`src/rtl/seq_bit_serializer.sv`:
```
// Parallel-to-serial feeder for the 10X1 detector: valid/ready word intake and one
// registered bit per clock on x_out, with an optional idle gap after each word.
module seq_bit_serializer #(
   parameter int WIDTH      = 8,
   parameter bit MSB_FIRST  = 1'b1,
   parameter bit IDLE_BIT   = 1'b0,
   parameter int GAP_CYCLES = 0
) (
   input  logic             clk,
   input  logic             reset,
   input  logic [WIDTH-1:0] din,
   input  logic             din_valid,
   output logic             din_ready,
   output logic             x_out,
   output logic             x_valid,
   output logic             word_done,
   output logic             busy
);

   localparam int            CW       = $clog2(WIDTH);
   localparam logic [CW-1:0] LAST_IDX = CW'(WIDTH - 1);
   localparam logic [3:0]    GAP_LAST = 4'(GAP_CYCLES);

   typedef enum logic [1:0] {
      S_IDLE,
      S_SHIFT,
      S_GAP
   } state_t;

   state_t           r_state;
   logic [CW-1:0]    r_cnt;
   logic [3:0]       r_gap_cnt;
   logic [WIDTH-1:0] r_shift;
   logic             r_x_out;
   logic             r_x_valid;
   logic             r_word_done;

   logic             w_last_bit;
   logic             w_din_ready;
   logic             w_accept;
   logic             w_first_bit;
   logic             w_next_bit;
   logic [WIDTH-1:0] w_load_rest;
   logic [WIDTH-1:0] w_shift_rest;

   // The first bit goes straight to x_out on accept; r_shift holds only the bits still to send.
   assign w_first_bit  = MSB_FIRST ? din[WIDTH-1] : din[0];
   assign w_load_rest  = MSB_FIRST ? (din << 1) : (din >> 1);
   assign w_next_bit   = MSB_FIRST ? r_shift[WIDTH-1] : r_shift[0];
   assign w_shift_rest = MSB_FIRST ? (r_shift << 1) : (r_shift >> 1);

   assign w_last_bit  = (r_state == S_SHIFT) && (r_cnt == LAST_IDX);
   assign w_din_ready = (r_state == S_IDLE) || (w_last_bit && (GAP_CYCLES == 0));
   assign w_accept    = din_valid && w_din_ready;

   always_ff @(posedge clk) begin
      if (reset) begin
         r_state     <= S_IDLE;
         r_cnt       <= '0;
         r_gap_cnt   <= '0;
         r_shift     <= '0;
         r_x_out     <= IDLE_BIT;
         r_x_valid   <= 1'b0;
         r_word_done <= 1'b0;
      end else begin
         case (r_state)
            S_IDLE: begin
               if (w_accept) begin
                  r_state     <= S_SHIFT;
                  r_cnt       <= '0;
                  r_shift     <= w_load_rest;
                  r_x_out     <= w_first_bit;
                  r_x_valid   <= 1'b1;
                  r_word_done <= 1'b0;
               end
            end
            S_SHIFT: begin
               if (!w_last_bit) begin
                  r_cnt       <= r_cnt + 1'b1;
                  r_shift     <= w_shift_rest;
                  r_x_out     <= w_next_bit;
                  r_word_done <= ((r_cnt + 1'b1) == LAST_IDX);
               end else if (GAP_CYCLES != 0) begin
                  r_state     <= S_GAP;
                  r_gap_cnt   <= 4'd1;
                  r_cnt       <= '0;
                  r_x_out     <= IDLE_BIT;
                  r_x_valid   <= 1'b0;
                  r_word_done <= 1'b0;
               end else if (w_accept) begin
                  // Back-to-back word: first bit follows the last one with no bubble.
                  r_cnt       <= '0;
                  r_shift     <= w_load_rest;
                  r_x_out     <= w_first_bit;
                  r_x_valid   <= 1'b1;
                  r_word_done <= 1'b0;
               end else begin
                  r_state     <= S_IDLE;
                  r_cnt       <= '0;
                  r_x_out     <= IDLE_BIT;
                  r_x_valid   <= 1'b0;
                  r_word_done <= 1'b0;
               end
            end
            S_GAP: begin
               if (r_gap_cnt == GAP_LAST) begin
                  r_state   <= S_IDLE;
                  r_gap_cnt <= '0;
               end else begin
                  r_gap_cnt <= r_gap_cnt + 4'd1;
               end
            end
            default: begin
               r_state <= S_IDLE;
            end
         endcase
      end
   end

   assign din_ready = w_din_ready;
   assign x_out     = r_x_out;
   assign x_valid   = r_x_valid;
   assign word_done = r_word_done;
   assign busy      = (r_state != S_IDLE);

endmodule

```
`config.mk`:
```
export PLATFORM = sky130hd
export DESIGN_NAME = seq_bit_serializer
export DESIGN_NICKNAME = d
export VERILOG_FILES = /design/src/rtl/seq_bit_serializer.sv
export SDC_FILE = /design/constraint.sdc
export NUM_CORES = 1
export LEC_CHECK = 0
export BUFFER_PORTS_ARGS = -buffer_cell sky130_fd_sc_hd__buf_2
export CAP_MARGIN = 20
export CORE_UTILIZATION = 30
export CTS_BUF_LIST = sky130_fd_sc_hd__clkbuf_2 sky130_fd_sc_hd__clkbuf_4 sky130_fd_sc_hd__clkbuf_8
export DETAILED_ROUTE_END_ITERATION = 8
export PLACE_DENSITY = 0.49
export SLEW_MARGIN = 25
export SYNTH_ARGS = -nofsm -noshare
export SYNTH_HDL_FRONTEND = slang
export SYNTH_SLANG_ARGS = --single-unit
```
`constraint.sdc`:
```
create_clock -name clk -period 1.75 [get_ports clk]
set_input_delay 0.35 -clock clk [delete_from_list [all_inputs] [get_ports clk]]
set_output_delay 0.35 -clock clk [all_outputs]
set_load 0.005 [all_outputs]
```
### Yosys cells after proc, flatten, opt, wreduce, memory -nomap -nowiden

Index checks and enable logic that the tools add are counted.

| storage, ports and cells | value |
|---|---|
| register bits | 20 |
| input port bits | 11 |
| output and inout bits | 5 |
| word-level logic and storage cells | 50 |

| operators by class | value |
|---|---|
| add/sub/neg operators | 2 |
| eq/ne operators | 8 |
| mux-type cells | 23 |
| reductions and logical operators | 10 |

Operator list:

| kind | number |
|---|---|
| 2-to-1 mux 8 bit | 2 |
| one-hot mux 8 bit (2 select lines) | 1 |
| 2-to-1 mux 1 bit | 8 |
| 2-to-1 mux 2 bit | 4 |
| inequality test 2 bit, second input constant | 4 |
| equality test 3 bit, second input constant | 2 |
| 2-to-1 mux 3 bit | 2 |
| one-hot mux 1 bit (2 select lines) | 3 |
| one-hot mux 2 bit (3 select lines) | 1 |
| one-hot mux 3 bit (2 select lines) | 1 |
| adder 4 x 1 -> 4 bit, second input constant | 1 |
| logical NOT 4 bit | 1 |
| 2-to-1 mux 4 bit | 1 |
| AND reduction 4 bit | 1 |
| nonzero test 2 bit | 2 |
| adder 3 x 1 -> 3 bit, second input constant | 1 |
| AND reduction 3 bit | 1 |
| equality test 2 x 1 -> 1 bit, second input constant | 1 |
| equality test 2 bit, second input constant | 1 |
| logical AND 1 bit | 2 |
| logical NOT 2 bit | 1 |
| AND reduction 2 bit | 1 |
| logical OR 1 bit | 1 |

### Depth between registers and ports, before layout

| depth | value |
|---|---|
| depth after elaboration | 7 |
| mapped depth | 8 |
| mapped depth without buffers | 7 |

### Least setup slack after synthesis

No wires, ideal clock.

| path | value |
|---|---|
| path type | register to register |
| start | register r_cnt[0] |
| end | register r_state[0] |
| library setup time | 128 ps |
| arrival | 1598 ps |
| data required time | 1622 ps |
| path slack | 24 ps |
| cell stages (with the launch flop) | 9 |
| path buffers | 1 |
| clock period less this slack | 1726 ps |
| path through | dfxtp_1 ha_1 ha_1 or2b_1 buf_6 nand2_1 ha_1 and3b_2 nor3_1 |

| on the way | value |
|---|---|
| word-level cells in the longest chain between the ends | 6 |
| elaborated cells between the ends (all ways) | 8 |
| classes of those cells | 4 x eq/ne; 4 x reduce/logical |

Ends and longest elaborated chain:

| element | line | text |
|---|---|---|
| start: declaration | 31 | `logic [CW-1:0] r_cnt;` |
| start signal: assignment | 79 | `r_cnt <= r_cnt + 1'b1;` |
| equality test 3 bit * | 52 | `assign w_last_bit = (r_state == S_SHIFT) && (r_cnt == LAST_IDX);` |
| logical AND 1 bit * | 52 |  |
| logical OR 1 bit * | 53 | `assign w_din_ready = (r_state == S_IDLE) \|\| (w_last_bit && (GAP_CYCLES == 0));` |
| via din_ready | 13 | `output logic din_ready,` |
| logical AND 1 bit * | 54 | `assign w_accept = din_valid && w_din_ready;` |
| inequality test 2 bit (no line) | - |  |
| AND reduction 4 bit (no line) * | - |  |
| end signal: assignment | 58 | `r_state <= S_IDLE;` |
| end signal: assignment | 69 | `r_state <= S_SHIFT;` |
| end signal: assignment | 84 | `r_state <= S_GAP;` |
| end: declaration | 30 | `state_t r_state;` |

Mark *: on every way through the listed nets, which the timed path passes. The rest lies on a longest branch.
A chain may end at the register's enable or synchronous reset.

### Worst setup path in the final report

| path | value |
|---|---|
| start | register r_cnt[0] |
| end | output port din_ready |

| on the way | value |
|---|---|
| word-level cells in the longest chain between the ends | 3 |

Ends and longest elaborated chain:

| element | line |
|---|---|
| equality test 3 bit | 52 |
| logical AND 1 bit | 52 |
| logical OR 1 bit | 53 |
| end: declaration | 13 |

Every way passes these cells.

==> key figures <==
Run status
  – Result of the run: complete, but fails checks
  – Violations in the final reports: setup timing

Finish
  – Non-filler cells, final: 123
  – Antenna Diode Count: 0
  – Layout filler cell count: 263
  – Fraction of layout instances using a drive strength above 1: 34.4%
  – Area taken by multi-input logic gates: 453 um2
  – Layout overhead on the synthesized area: 21.0%
  – Cell area after layout: 957 um2
  – Final core occ: 38.6%
  – Sequential cell area: 303 um2
  – Most frequent standard cell in the layout excluding fill and tap cells: sky130_fd_sc_hd__buf_2
  – Net count, final: 109
  – Commonest cells after routing, fill and taps aside: sky130_fd_sc_hd__buf_2 (14), sky130_fd_sc_hd__dfxtp_1 (13), sky130_fd_sc_hd__mux2i_1 (9), sky130_fd_sc_hd__nor3b_1 (7), sky130_fd_sc_hd__a211oi_1 (7)

Logic synthesis
  – Syn Nets: 91
  – Number of warnings printed during yosys synthesis: 0
  – Cell count after synthesis: 76
  – Post-synthesis instance area: 791 um2
  – Synth area leader: sky130_fd_sc_hd__dfxtp_1
  – Cell types occupying the most area after synthesis: sky130_fd_sc_hd__dfxtp_1 (38%), sky130_fd_sc_hd__mux2i_1 (11%), sky130_fd_sc_hd__a211oi_1 (6.6%)
  – Number of register bits inferred by synthesis: 15
  – Mean instance size in the synthesized netlist: 10.4 um2
  – Seq/Total Area, Yosys: 38.0%
  – Post-synth top flop: sky130_fd_sc_hd__dfxtp_1
  – EDFF count, synth: 0
  – Portion of synthesized cell area occupied by the leading cell type: 38.0%
  – Count of unique library cells instantiated by Yosys: 25
  – Async set or reset register ratio after synthesis: 0%

Worst setup path
  – Required time of the worst setup path: 1.40 ns
  – Category of the most critical setup path: reg2out
  – Arrival @ worst endpoint: 1.42 ns
  – Kind of end point of the critical path: output port
  – Largest fanout of any net on the critical path: 2
  – Type of origin of the critical path: flip-flop

Placement
  – Post-DP Area: 875 um2
  – Number of buffers added on ports: 15
  – Weighted congestion reported at the end of routability-driven placement: 0.742
  – Placed instance count: 117
  – DP Wirelength: 1050 um

Floorplan
  – Die Outline Area: 2850 um2
  – Initial standard-cell utilization of the core: 31.9%
  – Area of the placeable core: 2480 um2
  – Number of standard-cell rows in the floorplan: 18
  – Horizontal die dimension: 53.3 um
  – I/O pins: 16
  – Chip Height: 53.3 um

Timing
  – Final-report setup violation count: 1
  – Final setup margin: -0.0180 ns
  – Unrepaired setup endpoints after global routing: true
  – Slew at the pin closest to its max-slew limit: 0.322 ns
  – Final worst clock skew: 0.00166 ns
  – Final Cycle Share: 101%
  – Maximum achievable frequency: 566 MHz
  – Final max-slew violation count: 0
  – Final Critical Period: 1.77 ns
  – Final Hold Violating Endpoints: 0
  – Slew headroom: 78.5%

Drt
  – Avg Vias per Cell: 5.11
  – Vias after detailed routing: 628
  – Post-route ant nets: 0
  – Number of remaining DRC errors: 0
  – Average routed wire per standard cell: 13.5 um
  – Total routed wirelength: 1660 um
  – First DRT Iteration DRCs: 4
  – Pre-Repair DR Iteration Count: 2

Hold path
  – Kind of path behind the tightest hold check: in2reg

CTS
  – Root buffer selected by CTS: sky130_fd_sc_hd__clkbuf_4
  – H-tree depth: 1
  – Clock sink count: 15
  – Clock edge transition at the registers on the reported setup and hold paths: 0.09 ns
  – Clock latency at the later pin of the worst-skew pair: 0.28 ns
  – Hold-fix buffers at CTS: 0
  – Maximum buffer depth of the clock tree: 2
  – Clock buffer count from CTS: 3
  – Clock tree from TritonCTS: done

Global routing
  – Number of antenna violations at the first check in global routing: 0
  – First-pass GRT wire length: 2820 um
  – Overall overflow remaining after global route: 0
  – Number of global-route vias before repair: 602
  – GRT Resource Usage Total: 14.1%
  – Maximum number of pins on one net before global-route repair: 23

Job
  – Number of max-cap violations: 0

Power
  – Leakage dissipation: 0.402 nW
  – PwrDens: 913 nW/um2
  – Highest ir drop seen on vdd: 0.434 mV
metrics by stage:
step | TNS, ns | hold WS [ns] | worst slack, ns | total power, mW
after floorplan | 0 | 0.454 | 0.0241 | 0.585
after global placement | 0 | 0.470 | 0.158 | 0.632
after detailed placement | 0 | 0.483 | 0.115 | 0.639
after CTS | -0.0187 | 0.360 | -0.0187 | 0.880
after global routing | -0.0564 | 0.409 | -0.0564 | 0.929
final | -0.0180 | 0.357 | -0.0180 | 0.874
sequential cells by signal, summed over array words and instances (netlist names):
| name | count |
|---|---|
| r_cnt | 3 |
| r_shift | 8 |
| word_done | 1 |
| x_out | 1 |
| x_valid | 1 |
| r_state | 1 |
path summary, 6_finish.rpt:
path / from / cells past startpoint / slack, ns / to
max: r_cnt[0]$_SDFFE_PP0P_ / 5 / -0.02 / din_ready
min: din[7] / 3 / 0.36 / x_out$_SDFFE_PP0P_
max reg2reg: r_cnt[0]$_SDFFE_PP0P_ / 7 / 0.18 / r_state[0]$_SDFFE_PP0P_
min reg2reg: r_shift[0]$_SDFF_PP0_ / 1 / 0.50 / r_shift[0]$_SDFF_PP0_
power breakdown:
part	internal, mW	switching, mW
registers	0.387	0.0262
clock network	0.104	0.112
logic	0.131	0.113
total	0.623	0.251
logic make-up (layout without fill, tap and decap cells):
logic type                 after synthesis  in the layout  share of synthesized area (%)
and+or+nand+nor                         26             26                           24.7
DFF                                     15             15                           38.0
AOI/OAI and AO/OA                       12             12                           10.3
muxes                                   10             10                           12.8
buffers and inverters                    9             26                           7.91
adders and majority gates                4              4                           6.33
cell usage after synthesis (2+ instances only):
| master | instances |
|---|---|
| sky130_fd_sc_hd__mux2i_1 | 9 |
| sky130_fd_sc_hd__nor3b_1 | 7 |
| sky130_fd_sc_hd__dfxtp_1 | 15 |
| sky130_fd_sc_hd__buf_6 | 3 |
| sky130_fd_sc_hd__nand4b_1 | 2 |
| sky130_fd_sc_hd__nor2_1 | 2 |
| sky130_fd_sc_hd__clkbuf_1 | 2 |
| sky130_fd_sc_hd__a211oi_1 | 7 |
| sky130_fd_sc_hd__buf_2 | 2 |
| sky130_fd_sc_hd__or2b_1 | 2 |
| sky130_fd_sc_hd__or3b_1 | 5 |
| sky130_fd_sc_hd__ha_1 | 4 |
| sky130_fd_sc_hd__a21oi_1 | 4 |
layer usage:
layer  GRT usage [%]  vias up  routed length [um]
li1                -      311                   -
met1            17.4      305                 794
met2            22.5       10                 786
met3            2.87        2                  68
met4            7.89        0                  12
met5               0        -                   0
cell type report:
type	instances	area share, %
Tap cell	30	3.92
Timing Repair Buffer	21	13.6
Clock buffer	4	3.14
Multi-Input combinational cell	52	47.3
Inverter	1	0.392
Sequential cell	15	31.6
repair_timing:
item / 4_1_cts / 5_1_grt
setup endpoints to repair: 1 / 1
pin swaps: 1 / 1
resized for setup: 8 / 0
buffers inserted: 2 / 0
critical path: stages, from the launching register on:
cell and delay (ns):
sky130_fd_sc_hd__dfxtp_2 0.35, sky130_fd_sc_hd__ha_4 0.16, sky130_fd_sc_hd__ha_4 0.15, sky130_fd_sc_hd__or2b_1 0.24, sky130_fd_sc_hd__buf_6 0.13, sky130_fd_sc_hd__buf_6 0.10
No activity file was read; power rests on OpenSTA's default activity.
